<file path="config.mk">
export PLATFORM = sky130hd
export DESIGN_NAME = eeprom_write_seq
export DESIGN_NICKNAME = d
export VERILOG_FILES = /design/src/rtl/eeprom_write_seq.sv
export SDC_FILE = /design/constraint.sdc
export NUM_CORES = 1
export LEC_CHECK = 0
export CAP_MARGIN = 0
export CORE_AREA = 2 2 83 85
export CTS_BUF_LIST = sky130_fd_sc_hd__clkbuf_8
export DETAILED_ROUTE_END_ITERATION = 7
export DIE_AREA = 0 0 85 87
export GPL_TIMING_DRIVEN = 0
export MAX_ROUTING_LAYER = met4
export PLACE_DENSITY = 0.86
export SYNTH_ARGS = -nofsm -noshare
export SYNTH_HDL_FRONTEND = slang
export SYNTH_SLANG_ARGS = --single-unit
</file>
<file path="constraint.sdc">
create_clock -name clk_i -period 3.6 [get_ports clk_i]
set_input_delay 0.72 -clock clk_i [delete_from_list [all_inputs] [get_ports clk_i]]
set_output_delay 0.72 -clock clk_i [all_outputs]
set_load 0.01 [all_outputs]
</file>
<file path="src/rtl/eeprom_write_seq.sv">
// -----------------------------------------------------------------------------
// eeprom_write_seq
//   Command sequencer that sits upstream of the SPI byte shifter for the
//   EEPROM. It takes one byte-write request (16-bit address + data) and runs
//   the complete EEPROM transaction:
//     WREN frame (0x06), nCS gap, WRITE frame (0x02, ADDR_H, ADDR_L, DATA),
//     then a timed write-cycle wait.
//   The block drives the shifter's load strobe and byte input, and it owns
//   the EEPROM chip select.
//
// Ports
//   clk_i        system clock
//   reset_ni     asynchronous reset, active low
//   wr_req_i     write request, sampled only in IDLE
//   wr_addr_i    EEPROM byte address, captured on acceptance
//   wr_data_i    data byte, captured on acceptance
//   busy_o       high from the cycle after acceptance until the done cycle
//   done_o       1-cycle pulse when the write-cycle wait expires
//   ld_data_o    1-cycle load strobe to the shifter
//   datain_o     byte to the shifter, valid while ld_data_o=1
//   spi_done_i   shifter idle flag (1 = idle)
//   nCS_o        EEPROM chip select, active low
//
// Parameters (all in clk cycles; each must be at least 1)
//   CS_SETUP  nCS falling to the first load of a frame
//   CS_HOLD   last byte done to nCS rising
//   CS_GAP    nCS high time between the WREN and WRITE frames
//   TWC       write-cycle wait after the WRITE frame
// -----------------------------------------------------------------------------
module eeprom_write_seq #(
   parameter int unsigned CS_SETUP = 4,
   parameter int unsigned CS_HOLD  = 4,
   parameter int unsigned CS_GAP   = 8,
   parameter int unsigned TWC      = 250000
) (
   input  logic        clk_i,
   input  logic        reset_ni,
   input  logic        wr_req_i,
   input  logic [15:0] wr_addr_i,
   input  logic [7:0]  wr_data_i,
   output logic        busy_o,
   output logic        done_o,
   output logic        ld_data_o,
   output logic [7:0]  datain_o,
   input  logic        spi_done_i,
   output logic        nCS_o
);

   function automatic int unsigned umax(input int unsigned a, input int unsigned b);
      return (a > b) ? a : b;
   endfunction

   // One shared counter serves every timed state, so it is sized for the
   // largest count (normally TWC).
   localparam int unsigned CMAX = umax(umax(TWC, CS_GAP), umax(CS_SETUP, CS_HOLD));
   localparam int unsigned CW   = $clog2(CMAX + 1);

   localparam logic [CW-1:0] SETUP_LAST = CW'(CS_SETUP - 1);
   localparam logic [CW-1:0] HOLD_LAST  = CW'(CS_HOLD - 1);
   localparam logic [CW-1:0] GAP_LAST   = CW'(CS_GAP - 1);
   localparam logic [CW-1:0] TWC_LAST   = CW'(TWC - 1);
   localparam logic [CW-1:0] ARM_LAST   = CW'(1);

   typedef enum logic [3:0] {
      S_INIT, S_IDLE, S_SETUP, S_LOAD, S_ARM, S_SHIFT, S_HOLD, S_GAP, S_TWC
   } state_t;

   state_t          state_q;
   logic [CW-1:0]   cnt_q;
   logic [1:0]      idx_q;
   logic            wr_frame_q;  // 0 = WREN frame, 1 = WRITE frame
   logic [15:0]     addr_q;
   logic [7:0]      data_q;
   logic            ncs_q, ld_q, busy_q, done_q;
   logic [7:0]      datain_q;

   logic [1:0]      idx_d;
   logic [7:0]      byte_cur_d, byte_nxt_d;
   logic            last_byte_d;

   function automatic logic [7:0] frame_byte(input logic        wr_frame,
                                             input logic [1:0]  idx,
                                             input logic [15:0] a,
                                             input logic [7:0]  d);
      if (!wr_frame) return 8'h06;
      case (idx)
         2'd0:    return 8'h02;
         2'd1:    return a[15:8];
         2'd2:    return a[7:0];
         default: return d;
      endcase
   endfunction

   always_comb begin
      idx_d       = idx_q + 2'd1;
      byte_cur_d  = frame_byte(wr_frame_q, idx_q, addr_q, data_q);
      byte_nxt_d  = frame_byte(wr_frame_q, idx_d, addr_q, data_q);
      last_byte_d = wr_frame_q ? (idx_q == 2'd3) : 1'b1;
   end

   always_ff @(posedge clk_i or negedge reset_ni) begin
      if (!reset_ni) begin
         state_q    <= S_INIT;
         cnt_q      <= '0;
         idx_q      <= '0;
         wr_frame_q <= 1'b0;
         addr_q     <= '0;
         data_q     <= '0;
         ncs_q      <= 1'b1;
         ld_q       <= 1'b0;
         busy_q     <= 1'b1;
         done_q     <= 1'b0;
         datain_q   <= '0;
      end else begin
         ld_q   <= 1'b0;
         done_q <= 1'b0;
         case (state_q)
            // Shifter clocks out a dummy byte after its own reset; wait it out.
            S_INIT: if (spi_done_i) begin
               busy_q  <= 1'b0;
               state_q <= S_IDLE;
            end
            // A request in the done cycle is ignored; it is taken next cycle.
            S_IDLE: if (wr_req_i && !done_q) begin
               addr_q     <= wr_addr_i;
               data_q     <= wr_data_i;
               busy_q     <= 1'b1;
               ncs_q      <= 1'b0;
               cnt_q      <= '0;
               idx_q      <= '0;
               wr_frame_q <= 1'b0;
               state_q    <= S_SETUP;
            end
            S_SETUP: if (cnt_q == SETUP_LAST) begin
               cnt_q    <= '0;
               ld_q     <= 1'b1;
               datain_q <= byte_cur_d;
               state_q  <= S_LOAD;
            end else begin
               cnt_q <= cnt_q + 1'b1;
            end
            S_LOAD: begin
               cnt_q   <= '0;
               state_q <= S_ARM;
            end
            // Shifter should drop spi_done the cycle after the load; if it is
            // still idle after two cycles the load was missed, so reload.
            S_ARM: if (!spi_done_i) begin
               state_q <= S_SHIFT;
            end else if (cnt_q == ARM_LAST) begin
               cnt_q    <= '0;
               ld_q     <= 1'b1;
               datain_q <= byte_cur_d;
               state_q  <= S_LOAD;
            end else begin
               cnt_q <= cnt_q + 1'b1;
            end
            S_SHIFT: if (spi_done_i) begin
               if (!last_byte_d) begin
                  idx_q    <= idx_d;
                  ld_q     <= 1'b1;
                  datain_q <= byte_nxt_d;
                  state_q  <= S_LOAD;
               end else begin
                  cnt_q   <= '0;
                  state_q <= S_HOLD;
               end
            end
            S_HOLD: if (cnt_q == HOLD_LAST) begin
               cnt_q   <= '0;
               ncs_q   <= 1'b1;
               state_q <= wr_frame_q ? S_TWC : S_GAP;
            end else begin
               cnt_q <= cnt_q + 1'b1;
            end
            S_GAP: if (cnt_q == GAP_LAST) begin
               cnt_q      <= '0;
               ncs_q      <= 1'b0;
               wr_frame_q <= 1'b1;
               idx_q      <= '0;
               state_q    <= S_SETUP;
            end else begin
               cnt_q <= cnt_q + 1'b1;
            end
            S_TWC: if (cnt_q == TWC_LAST) begin
               cnt_q   <= '0;
               done_q  <= 1'b1;
               busy_q  <= 1'b0;
               state_q <= S_IDLE;
            end else begin
               cnt_q <= cnt_q + 1'b1;
            end
            default: state_q <= S_INIT;
         endcase
      end
   end

   assign busy_o    = busy_q;
   assign done_o    = done_q;
   assign ld_data_o = ld_q;
   assign datain_o  = datain_q;
   assign nCS_o     = ncs_q;

endmodule

</file>
==> impl_metrics.py, run 1 <==
metrics = {
    "outcome": {
        "outcome": "finished, final reports clean",
    },
    "place": {
        "hpwlAfterDp_um": 6700,
        "placed_area_um2": 4220,
        "dp_cells": 506,
        "gp_congestion": 1.00,
        "port_buffers": 38,
    },
    "worst_setup_path": {
        "path_buf_inv": 1,
        "path_class": "reg -> reg",
        "cp_max_fo": 10,
        "reg2regPathDepth": 6,
        "path_cells": "or4_1 > nor4_1 > a21oi_1 > nor4b_4 > buf_6 > a21oi_1",
        "critPathTopFamily": "simple AND/OR/NAND/NOR gates",
        "worstSetupStartpointType": "flop",
        "required_ps": 3810,
        "worst_path_most_repeated_cell": "a21oi_1",
        "crit_arrival_ps": 3560,
        "crit_path_top_delay_cell": "nor4_1",
        "regToRegSetupSlack_ps": 260,
        "critical_path.max_stage_delay_ps": 720,
        "timing.rr.start": "cnt_q[3]",
        "cp-end-kind": "flop",
        "r2r-end": "cnt_q[4]",
    },
    "route": {
        "vias_per_cell": 6.57,
        "drtIter0Drc": 319,
        "wl_per_cell_um": 18.4,
        "firstDrtPassIters": 5,
        "postRouteWirelength_um": 9620,
        "drc_errors": 0,
        "ant_nets": 0,
        "vias": 3430,
    },
    "clocking": {
        "cts_hold_buf": 0,
        "clockBufferDepth": 2,
        "cts-htree-levels": 3,
        "cts_tree": "done",
        "cts-resized-gates": 0,
        "clockRootBuffer": "clkbuf_8",
        "cts_buffers": 9,
        "cts_setup_buffers": 0,
        "insertion_delay_ps": 360,
        "clk_pin_slew_ps": 70,
        "cts.sinks": 61,
    },
    "hold_path": {
        "hp-class": "in -> async",
    },
    "synthesis": {
        "synth_cell_types": 60,
        "ys_warn_count": 0,
        "ys_ff_latch": 61,
        "syn_area_um2": 3730,
        "async_reset_ff_share_pct": 100,
        "avgSynthCellArea_um2": 9.63,
        "ys_seq_area_share_pct": 41.0,
        "ys.flop_type": "dfrtp_1",
        "syn_nets": 423,
        "synthCells": 387,
        "synth-edff-count": 0,
    },
    "finish": {
        "n_antenna_cell": 0,
        "postLayoutCellArea_um2": 4460,
        "final_common_cell": "dfrtp_1",
        "stdcell_count": 522,
        "final_cell_mix": "dfrtp_1 (59), clkdlybuf4s50_1 (37), mux2_2 (29), nand2_1 (26), clkbuf_1 (23)",
        "fill_cells": 483,
        "nNetsFinal": 473,
        "layout-drive-gt1-share_pct": 13.3,
        "area_growth_pct": 19.7,
    },
    "timing": {
        "period_needed_ps": 3340,
        "slew_violations": 0,
        "post-route-period-util_pct": 92.9,
        "worstMarginPinSlew_ps": 1030,
        "slew_headroom_pct": 30.7,
        "setup_viol_count_final": 0,
        "fin_skew_ps": 6.78,
        "rsz0062_at_grt": "no",
        "holdWs_ps": 401,
        "max_freq_ghz": 0.299,
        "hold_viol": 0,
    },
    "power_and_ir_drop": {
        "total_power_w": 0.00340,
        "cellLeakagePower_nw": 1.83,
        "power_density_nw_per_um2": 762,
        "ir_drop_uv": 491,
    },
    "global_routing": {
        "gr-total-overflow": 0,
        "grt_start_max_net_pins": 34,
        "grt_first_pass_wirelength_um": 15800,
        "antenna_found_initial": 0,
        "grt_pass1_vias": 3188,
        "grt_use_total_pct": 28.1,
    },
    "floorplan": {
        "initial_core_util_pct": 56.8,
        "io_pins": 40,
        "die-width_um": 85,
        "coreArea_um2": 6570,
        "rows": 30,
        "die_area_um2": 7400,
        "die_h_um": 87,
    },
    "job": {
        "cap_violations": 0,
    },
}
## stage by stage
stage | setup TNS [ps] | utilization [%] | worst slack (ps)
6_report | 0 | 68.0 | 257
5_1_grt | 0 | 68.0 | 117
3_5_place_dp | 0 | 64.3 | 387
4_1_cts | 0 | 68.0 | 339
3_3_place_gp | -3710 | 64.1 | -66.1
2_1_floorplan | 0 | - | 965
## synth_stat cells (3+ instances only)
library cell,instances,share of area (%)
a211oi_1,5,1.0
o21a_1,3,0.60
nand3_1,12,1.6
nand2b_1,5,0.84
dfrtp_1,59,40
mux2_2,29,8.8
o31ai_1,3,0.60
nor4_1,3,0.50
o22ai_1,3,0.50
a2111oi_0,4,0.94
inv_1,14,1.4
mux2i_1,8,2.1
nand4_1,4,0.67
a22oi_1,4,0.81
o21ai_0,18,2.4
o211ai_1,5,1.0
or4_1,5,1.0
xnor2_1,9,2.1
nor2_1,15,1.5
or3_1,3,0.50
nor3_1,22,3.0
a221oi_1,15,3.5
nand2_1,26,2.6
nor2b_1,17,2.9
a21oi_1,21,2.8
ha_1,8,2.7
clkbuf_1,23,2.3
## worst register-to-register path, cell delays in order (launching register included)
cell     delay [ps]
dfrtp_1         470
or4_1           590
nor4_1          730
a21oi_1         440
nor4b_4         680
buf_6           230
a21oi_1          80
## final cells by class
cell class                      instances  area (um2)  area share (%)
Inverter                               14        52.6            1.18
Multi-Input combinational cell        285        2040            45.6
Sequential cell                        61        1530            34.2
Buffer                                 27         111            2.49
Clock inverter                          6         103            2.30
Tap cell                               80         100            2.24
Clock buffer                           10         138            3.08
Timing Repair Buffer                   39         395            8.86
## report_power, final
| part | internal [W] | switching, W |
|---|---|---|
| Sequential | 0.000931 | 0.000201 |
| Combinational | 0.000680 | 0.000843 |
| Clock | 0.000473 | 0.000277 |
| Total | 0.00208 | 0.00132 |
## layer usage
metal,vias to the layer above,part of all wire (%),routed length [um],GRT usage (%)
met1,1652,41,3950,36.3
met4,0,3.0,288,12.1
met5,-,0,0,-
met3,39,7.7,738,4.08
met2,191,48,4640,44.3
li1,1548,-,-,-
## worst max-delay path by stage
| stage | startpoint | slack [ps] | end | cells after the start |
|---|---|---|---|---|
| after floorplan | cnt_q[5] | 960 | cnt_q[12] | 7 |
| after global placement | reset_ni | -70 | state_q[0] | 1 |
| after detailed placement | cnt_q[3] | 390 | cnt_q[4] | 6 |
| after CTS | cnt_q[3] | 340 | cnt_q[4] | 6 |
| after global routing | cnt_q[3] | 120 | cnt_q[13] | 6 |
| final | cnt_q[3] | 260 | cnt_q[4] | 6 |
## flip-flops by register name, summed over array words and instances (netlist names)
register    count
wr_frame_q      1
data_q          8
idx_q           2
done_o          1
ld_data_o       1
addr_q         16
datain_o        8
state_q         4
nCS_o           1
busy_o          1
cnt_q          18
## cells by family after synthesis
group | Yosys count | synth area share, %
and+or+nand+nor | 127 | 19.1
AOI/OAI and AO/OA | 102 | 19.3
DFF | 61 | 41.0
buffers and inverters | 41 | 4.40
muxes | 37 | 10.9
xor gates and xnor gates | 11 | 2.58
adders and majority gates | 8 | 2.68
No activity file was read; power rests on OpenSTA's default activity.
==> inputs of run 2 (changes only) <==
--- a/config.mk
+++ b/config.mk
@@ -8,9 +8,10 @@
 export CAP_MARGIN = 0
 export CORE_AREA = 2 2 83 85
 export CTS_BUF_LIST = sky130_fd_sc_hd__clkbuf_8
+export CTS_CLUSTER_DIAMETER = 100
 export DETAILED_ROUTE_END_ITERATION = 7
 export DIE_AREA = 0 0 85 87
-export GPL_TIMING_DRIVEN = 0
+export GPL_TIMING_DRIVEN = 1
 export MAX_ROUTING_LAYER = met4
 export PLACE_DENSITY = 0.86
 export SYNTH_ARGS = -nofsm -noshare
==> run 2 against run 1 <==
Combinational power fell by 9.9%. Cell area down 2.3%. Die area did not move. Via count down 4.3%. Wire length is 6.4% lower. Clock skew is 2.5 ps higher. Core utilization shrank 1.6 points. Register-to-register slack better by 270 ps. Sequential share of layout area increased by 0.81 points.
==> impl_metrics.py, run 2 (same netlist as run 1, synthesis figures left out) <==
metrics = {
    "finish": {
        "postLayoutCellArea_um2": 4360,
        "seqCellArea_um2": 1530,
        "final_common_cell": "dfrtp_1",
        "final_cell_mix": "dfrtp_1 (59), clkdlybuf4s50_1 (38), mux2_2 (29), nand2_1 (26), nor3_1 (22)",
        "n_antenna_cell": 0,
        "layout-drive-gt1-share_pct": 15.1,
        "largest_reg_flops": 18,
        "final_util_pct": 66.4,
        "multi_input_area_um2": 2040,
        "reg_top3": "cnt_q: 18 flops, addr_q: 16 flops",
        "nNetsFinal": 454,
        "fill_cells": 492,
        "area_growth_pct": 17.0,
        "top_register": "cnt_q",
    },
    "floorplan": {
        "coreArea_um2": 6570,
        "die-width_um": 85,
        "initial_core_util_pct": 56.8,
        "rows": 30,
        "die_area_um2": 7400,
        "io_pins": 40,
        "die_h_um": 87,
    },
    "timing": {
        "fin_skew_ps": 9.32,
        "worstMarginPinSlew_ps": 1250,
        "post-route-period-util_pct": 85.5,
        "rsz0062_at_grt": "no",
        "slew_violations": 0,
        "slew_headroom_pct": 15.8,
        "hold_viol": 0,
        "period_needed_ps": 3080,
        "setup_viol_count_final": 0,
        "setup-tns-final_ps": 0,
        "max_freq_ghz": 0.325,
    },
    "global_routing": {
        "grt_use_total_pct": 26.8,
        "grt_start_max_net_pins": 36,
        "met1_usage_pct": 32.9,
        "grt_most_used_layer": "met2",
        "gr-total-overflow": 0,
        "use_met2_pct": 43.4,
        "use_met3_pct": 5.21,
        "grt_pass1_vias": 3195,
        "antenna_found_initial": 0,
        "grt_first_pass_wirelength_um": 15100,
    },
    "route": {
        "drtIter0Drc": 311,
        "vias": 3283,
        "wl_per_cell_um": 17.9,
        "ant_nets": 0,
        "postRouteWirelength_um": 9000,
        "drc_errors": 0,
        "vias_per_cell": 6.53,
        "firstDrtPassIters": 5,
    },
    "worst_setup_path": {
        "required_ps": 3840,
        "cp-end-kind": "flop",
        "cp-startpoint": "cnt_q[3]",
        "critPathTopFamily": "simple AND/OR/NAND/NOR gates",
        "path_cells": "or4_1 > nor4_1 > a21oi_1 > nor4_4 > mux2_2",
        "path_buf_inv": 0,
        "timing.rr.start": "cnt_q[3]",
        "cp_max_fo": 7,
        "path_class": "reg -> reg",
        "crit_path_top_delay_cell": "nor4_1",
        "critical_path.max_stage_delay_ps": 730,
        "crit_arrival_ps": 3310,
        "worstSetupStartpointType": "flop",
    },
    "clocking": {
        "insertion_delay_ps": 350,
        "cts_buffers": 9,
        "clockRootBuffer": "clkbuf_8",
        "cts-htree-levels": 3,
        "cts-resized-gates": 0,
        "cts.sinks": 61,
        "clk_pin_slew_ps": 70,
        "cts_hold_buf": 0,
        "cts_setup_buffers": 0,
        "cts_tree": "done",
        "clockBufferDepth": 2,
    },
    "power_and_ir_drop": {
        "cellLeakagePower_nw": 1.80,
        "power_density_nw_per_um2": 725,
        "ir_drop_uv": 448,
    },
    "hold_path": {
        "hp-class": "in -> async",
    },
    "place": {
        "hpwlAfterDp_um": 6390,
        "gp_congestion": 0.955,
        "placed_area_um2": 4170,
        "port_buffers": 39,
    },
    "job": {
        "cap_violations": 0,
    },
    "outcome": {
        "outcome": "finished, final reports clean",
    },
}
run 2: cell types whose count changed in the layout (fill, tap and decap cells not counted), sizes merged:
cell,change
buf,+3
bufinv,-2
clkinvlp,+1
clkdlybuf4s50,+1
clkbuf,-23
clkinv,+1
run 2: layout make-up:
class / instances / share of cell area, %
Clock buffer: 10 / 3.16
Sequential cell: 61 / 35.1
Timing Repair Buffer: 47 / 10.2
Multi-Input combinational cell: 285 / 46.8
Inverter: 14 / 1.20
Clock inverter: 6 / 1.26
Tap cell: 80 / 2.29
run 2: stage by stage:
step	hold WS, ps	setup slack [ps]	instances	total power [W]
2_1_floorplan	424	965	387	0.00214
3_3_place_gp	492	435	487	0.00248
3_5_place_dp	501	377	487	0.00255
4_1_cts	392	565	503	0.00316
5_1_grt	419	390	503	0.00335
6_report	376	523	503	0.00316
run 2: report_power, final:
part / total [W] / switching (W) / leakage, nW / internal, W
Clock: 0.000602 / 0.000271 / 0.105 / 0.000331
Sequential: 0.00120 / 0.000268 / 0.771 / 0.000928
Combinational: 0.00137 / 0.000706 / 0.923 / 0.000659
run 2: worst reg2reg max path: stages (launching register included):
cell	delay (ps)
dfrtp_1	450
or4_1	570
nor4_1	730
a21oi_1	420
nor4_4	440
mux2_2	370
run 2: worst paths after layout:
path / depth (start not counted) / end / slack, ps
setup reg to reg: 5 / state_q[0] / 520
hold reg to reg: 1 / datain_o[1] / 510
min in group clk_i: 1 / datain_o[1] / 510
setup / recovery: 5 / state_q[0] / 520
hold / removal: 1 / data_q[7] / 380
max in group asynchronous: 2 / nCS_o / 2320
run 2: layer usage:
| metal | wire length [um] | up-vias |
|---|---|---|
| li1 | - | 1509 |
| met1 | 3730 | 1583 |
| met2 | 4430 | 158 |
| met3 | 561 | 33 |
| met4 | 280 | 0 |
| met5 | 0 | - |
